===== config.mk =====
export PLATFORM = sky130hd
export DESIGN_NAME = div_issue
export DESIGN_NICKNAME = d
export VERILOG_FILES = /design/src/rtl/div_issue.sv
export SDC_FILE = /design/constraint.sdc
export NUM_CORES = 1
export LEC_CHECK = 0
export BUFFER_PORTS_ARGS = -buffer_cell sky130_fd_sc_hd__buf_2
export CORE_UTILIZATION = 50
export DETAILED_ROUTE_END_ITERATION = 16
export PLACE_DENSITY = 0.79
export SLEW_MARGIN = 20
export SYNTH_ARGS = -nofsm -noshare
export SYNTH_HDL_FRONTEND = slang
export SYNTH_SLANG_ARGS = --single-unit

===== constraint.sdc =====
create_clock -name Clk -period 2.3 [get_ports Clk]
set_input_delay 0.46 -clock Clk [delete_from_list [all_inputs] [get_ports Clk]]
set_output_delay 0.46 -clock Clk [all_outputs]
set_load 0.03 [all_outputs]

===== src/rtl/div_issue.sv =====
// Issue stage for a downstream combinational divider.
// Operand pairs go into a 2-entry queue. The head pair drives the divider.
// The quotient, or a divide-by-zero marker, is then registered for the consumer.
module div_issue #(
   parameter int DATAWIDTH = 8
) (
   input  logic                 Clk,
   input  logic                 Rst,
   input  logic                 in_valid,
   output logic                 in_ready,
   input  logic [DATAWIDTH-1:0] in_a,
   input  logic [DATAWIDTH-1:0] in_b,
   output logic [DATAWIDTH-1:0] div_a,
   output logic [DATAWIDTH-1:0] div_b,
   input  logic [DATAWIDTH-1:0] div_quot,
   output logic                 out_valid,
   input  logic                 out_ready,
   output logic [DATAWIDTH-1:0] out_quot,
   output logic                 out_dbz,
   output logic [1:0]           count
);

   logic [DATAWIDTH-1:0] fifoA_q [2];
   logic [DATAWIDTH-1:0] fifoB_q [2];
   logic                 rdPtr_q, rdPtr_d;
   logic                 wrPtr_q, wrPtr_d;
   logic [1:0]           count_q, count_d;
   logic                 outValid_q, outValid_d;
   logic [DATAWIDTH-1:0] outQuot_q, outQuot_d;
   logic                 outDbz_q, outDbz_d;
   logic                 push;
   logic                 load;
   logic [DATAWIDTH-1:0] headA;
   logic [DATAWIDTH-1:0] headB;

   assign headA = fifoA_q[rdPtr_q];
   assign headB = fifoB_q[rdPtr_q];

   // in_ready uses registered occupancy only, so a pop in the same cycle does not free a slot
   assign in_ready  = (count_q != 2'd2);
   assign push      = in_valid && in_ready;
   assign load      = (count_q != 2'd0) && (!outValid_q || out_ready);

   assign out_valid = outValid_q;
   assign out_quot  = outQuot_q;
   assign out_dbz   = outDbz_q;
   assign count     = count_q;

   // When the queue is idle the divider sees 0/1, so it never gets a zero divisor
   always_comb begin
      div_a = '0;
      div_b = DATAWIDTH'(1);
      if (count_q != 2'd0) begin
         div_a = headA;
         div_b = headB;
      end
   end

   // Next-state logic for the queue pointers, the occupancy, and the result register
   always_comb begin
      rdPtr_d    = rdPtr_q;
      wrPtr_d    = wrPtr_q;
      count_d    = count_q;
      outValid_d = outValid_q;
      outQuot_d  = outQuot_q;
      outDbz_d   = outDbz_q;
      if (push) begin
         wrPtr_d = ~wrPtr_q;
      end
      if (load) begin
         rdPtr_d    = ~rdPtr_q;
         outValid_d = 1'b1;
         if (headB == '0) begin
            outQuot_d = '1;
            outDbz_d  = 1'b1;
         end else begin
            outQuot_d = div_quot;
            outDbz_d  = 1'b0;
         end
      end else if (out_ready) begin
         outValid_d = 1'b0;
      end
      unique case ({push, load})
         2'b10:   count_d = count_q + 2'd1;
         2'b01:   count_d = count_q - 2'd1;
         default: count_d = count_q;
      endcase
   end

   // Control and result state; reset clears everything at once, without waiting for a clock edge
   always_ff @(posedge Clk or posedge Rst) begin
      if (Rst) begin
         rdPtr_q    <= 1'b0;
         wrPtr_q    <= 1'b0;
         count_q    <= 2'd0;
         outValid_q <= 1'b0;
         outQuot_q  <= '0;
         outDbz_q   <= 1'b0;
      end else begin
         rdPtr_q    <= rdPtr_d;
         wrPtr_q    <= wrPtr_d;
         count_q    <= count_d;
         outValid_q <= outValid_d;
         outQuot_q  <= outQuot_d;
         outDbz_q   <= outDbz_d;
      end
   end

   // Operand storage is only read when count shows it is occupied, so it needs no reset
   always_ff @(posedge Clk) begin
      if (push) begin
         fifoA_q[wrPtr_q] <= in_a;
         fifoB_q[wrPtr_q] <= in_b;
      end
   end

endmodule


After elaboration in Yosys (flattened, before gate mapping)
Memories as Yosys holds them, arrays and structs flattened.
Index checks and enable logic that the tools add are counted.

storage, ports and cells
  register bits after elaboration = 14
  memory bits (writable) = 32
  input bits = 28
  output and inout bits = 29
  logic and storage cells = 32
  memories = 2

memory list
  name     depth  width  read ports  clocked after Yosys merged registers in  wr ports  RTL line  RTL
  fifoA_q  2      8      1           0                                        1         23        logic [DATAWIDTH-1:0] fifoA_q [2];
  fifoB_q  2      8      1           0                                        1         24        logic [DATAWIDTH-1:0] fifoB_q [2];

cells by class
  $add $sub $neg = 2
  eq/ne operators = 3
  muxes and demuxes = 9
  bitwise operators = 2
  reduce and logical (&&, ||, !) cells = 8

operators by type and width
  operator                                          count
  2-to-1 mux 8 bit                                  3
  logical NOT 8 bit                                 1
  nonzero test 2 bit                                3
  2-to-1 mux 1 bit                                  5
  one-hot mux 2 bit (2 select lines)                1
  adder 2 x 1 -> 2 bit, second input constant       1
  == test 2 x 1 -> 1 bit, second input constant     1
  == test 2 bit, second input constant              1
  logical AND 1 bit                                 2
  inequality test 2 bit, second input constant      1
  inverter 1 bit                                    2
  subtractor 2 x 1 -> 2 bit, second input constant  1
  logical NOT 1 bit                                 1
  logical OR 1 bit                                  1

Logic depth before layout (Yosys ltp)
  depth after elaboration = 5
  mapped depth = 7
  mapped depth without buffers = 6

Worst setup path after synthesis
Ideal clock, no wire load.

  path kind = register -> register
  from = register count_q[0], in the netlist count[0]
  to = memory fifoA_q[0][0], enable pin
  arrival time = 1.831 ns
  setup slack = 0.081 ns
  stages on the path, launching flop included = 4
  path through = dfrtp_1 > nand2b_1 > nand2_1 > nor2_1

between the ends
  word-level cells in the longest chain between the ends = 4

RTL lines
  element                                 RTL line  RTL
  start: declaration                      27        logic [1:0] count_q, count_d;
  start signal: assignment                102       count_q <= count_d;
  inequality test 2 bit                   40        assign in_ready = (count_q != 2'd2);
  net in_ready                            10        output logic in_ready,
  logical AND 1 bit                       41        assign push = in_valid && in_ready;
  2-to-1 mux 1 bit                        111       if (push) begin
  2-to-1 mux 1 bit (implied by the code)  112       fifoA_q[wrPtr_q] <= in_a;
  end: declaration                        23

The timed path passes the listed nets, and every way through them passes these cells.

Worst setup path in the final report
  from = register rdPtr_q
  to = output div_b[0]

between the ends
  word-level cells in the longest chain between the ends = 2

RTL lines
  element                   RTL line  RTL
  start: declaration        25        logic rdPtr_q, rdPtr_d;
  start signal: assignment  100       rdPtr_q <= rdPtr_d;
  memory read (2 x 8 bit)   --
  2-to-1 mux 8 bit          53        if (count_q != 2'd0) begin
  end: declaration          14        output logic [DATAWIDTH-1:0] div_b,

No other way between the ends.

==> metrics.csv <==
metric;value;unit
outcome;completed;
port_buffers;56;
ys.flop_type;edfxtp_1;
r2r-end;out_quot[0];
grt-busiest-layer;met2;
nets;211;
postSynthAreaPerCell;15.4;sq um
fin_crit;1.93;ns
crit_fanout;9;
ff2ff_setup_slack;0.52;ns
grt_pass1_wl;5190;microns
clk_pin_slew;0.13;ns
gp_congestion;0.736;
gr-total-overflow;0;
cts_max_path_buffers;2;
synth_top_family_by_area;multiplexers;
p_leak;0.975;nW
antenna_found_initial;0;
vias;1170;
wl_per_cell;14.1;microns
grt_max_degree;18;
firstDrtPassIters;4;
avgViaCountPerCell;5.11;
cts_buffers;5;
cts_tree;done;
tightest_slew;0.519;ns
synth_edf_count;32;
grt_util_met2;31.9;%
required;1.84;ns
reg2reg_from;rdPtr_q;
synth_nets;146;
synthToLayoutAreaGrowth;24.3;%
core;3390;sq um
layout-drive-gt1-share;38.3;%
synthSimpleGateAreaFrac;6.65;%
hpwl;2390;microns
rows;21;
clkLatencyLatePin;0.35;ns
grt_pass1_vias;1166;
syn_inst;117;
dp_slack;0.558;ns
ys_seq_area_share;72.6;%
hold_path_class;input pin to async pin;
fmax;0.517;GHz
crit_arrival;1.47;ns
cp-end-kind;primary output;
finalCritPeriodShare;84.1;%
rsz0062_at_grt;false;
power.density;1490;nW/um^2
yosys-top-cells-count;edfxtp_1, nor2_1, mux2i_1, dfrtp_1, o22a_1;
dieArea;3860;sq um
synthMuxAreaShare;9.49;%
crit_chain;buf_4, mux2i_1, o21ai_0, buf_2;
wl;3230;microns
ir_drop;795;uV
clock_skew;0.0158;ns
netlist_top_cells_area;edfxtp_1, dfrtp_1, mux2i_1, o22a_1, nor2_1;
cpPeakStageDelay;0.39;ns
setup_viol;0;
h-tree-depth;2;
max_cap_viol_count;0;
crit_slowest_cell;dfrtp_1;
cp.depth;4;
cts_sinks;46;
max_slew_margin;65.4;%
fin_ws;0.367;ns
hold_viol;0;
use_met3;4.23;%
timing.setup.critical_path_class;register to primary output;
cp_top_family;buffers and inverters;
post_cts_resized;0;
synth-warning-count;0;
cts-root-buf;clkbuf_4;
synthXorXnorAreaFrac;2.42;%
reg2reg_depth;5;
yosys.area.top_type;edfxtp_1;
finalSetupTns;0;ns
boundaryPins;57;
drc_errors;0;
die_h;62.1;microns
synth_most_common_cell;edfxtp_1;
totalPowerFinal;3.35;mW
synth_compound_area_share;6.51;%
die_w;62.1;microns
synthesis.area;1810;sq um
synth_fa_ha_area_share;0.693;%
postCtsHoldBufs;0;
yosysUniqueCellTypes;23;
critPathLaunchType;register;
start_util;53.3;%
first_iter_violations;36;
cts_setup_buffers;0;
ant_nets;0;
ys_seq_elements;46;
netlist.area_leader.share;53.2;%
slew_viol_final;0;
grt_use_total;18.2;%
gr-usage-met1;20.7;%
cp.buffers_inverters;2;
antenna_cells;0;
async_flop_share;30.4;%
-- cell families after synthesis --
logic type / count (synthesis)
muxes: 17
AOI/OAI and AO/OA: 14
and+or+nand+nor: 27
buffers and inverters: 7
xor gates and xnor gates: 5
DFF: 46
adders and majority gates: 1
-- layer usage --
metal	vias to the layer above	wire, microns	share of wire, %
li1	560	-	-
met1	560	1390	43
met2	43	1620	50
met3	7	159	4.9
met4	0	57	1.8
met5	-	0	0
-- worst max-delay path by stage --
stage                     startpoint       endpoint  slack, ns
after global placement       rdPtr_q    out_quot[6]       0.63
after CTS                    rdPtr_q       div_b[0]       0.35
after floorplan             count[0]  fifoA_q[0][0]       0.08
final                        rdPtr_q       div_b[0]       0.37
after detailed placement     rdPtr_q    out_quot[0]       0.56
after global routing         rdPtr_q       div_b[0]       0.28
-- power by group --
group / internal [mW] / leakage [nW] / switching [mW]
clock: 0.231 / 0.0395 / 0.232
combinational: 0.535 / 0.480 / 1.08
sequential: 1.15 / 0.455 / 0.119
total: 1.92 / 0.975 / 1.43
-- per-stage QoR --
stage	area (sq um)	hold slack [ns]	utilization (%)	cells
3_3_place_gp	2170	0.478	64.0	221
5_1_grt	2250	0.134	66.3	229
3_5_place_dp	2170	0.493	64.0	221
2_1_floorplan	1810	0.349	-	117
6_report	2250	0.118	66.3	229
4_1_cts	2250	0.132	66.3	229
-- state kept, by name, summed over array words and instances (netlist names) --
register and flops:
wrPtr_q 1, fifoA_q 16, out_dbz 1, count 2, fifoB_q 16, out_quot 8, rdPtr_q 1, out_valid 1
-- cell type report --
class	count	area [sq um]
flip-flops and latches	46	1310
fillers	266	1140
multi-input cells	64	465
repair buffers	62	325
well taps	46	57.6
clock buffers	7	45.0
clock inverters	1	30.0
inverters	3	11.3
-- cell usage in the layout, fill, tap and decap left out, drive strengths merged --
cell	synthesis	final
or4	1	1
nor2	20	20
edfxtp	32	32
nor4	1	1
o21ai	3	3
xor2	2	2
and3	1	1
o22a	9	9
buf	3	62
nand2	1	1
mux2	1	1
nor3	1	1
dfrtp	14	14
inv	3	3
bufinv	0	1
ha	1	1
a21oi	1	1
a22oi	1	1
nand2b	1	1
mux2i	16	16
or4b	1	1
xnor2	3	3
clkbuf	1	7
No activity file was read; power rests on OpenSTA's default activity.
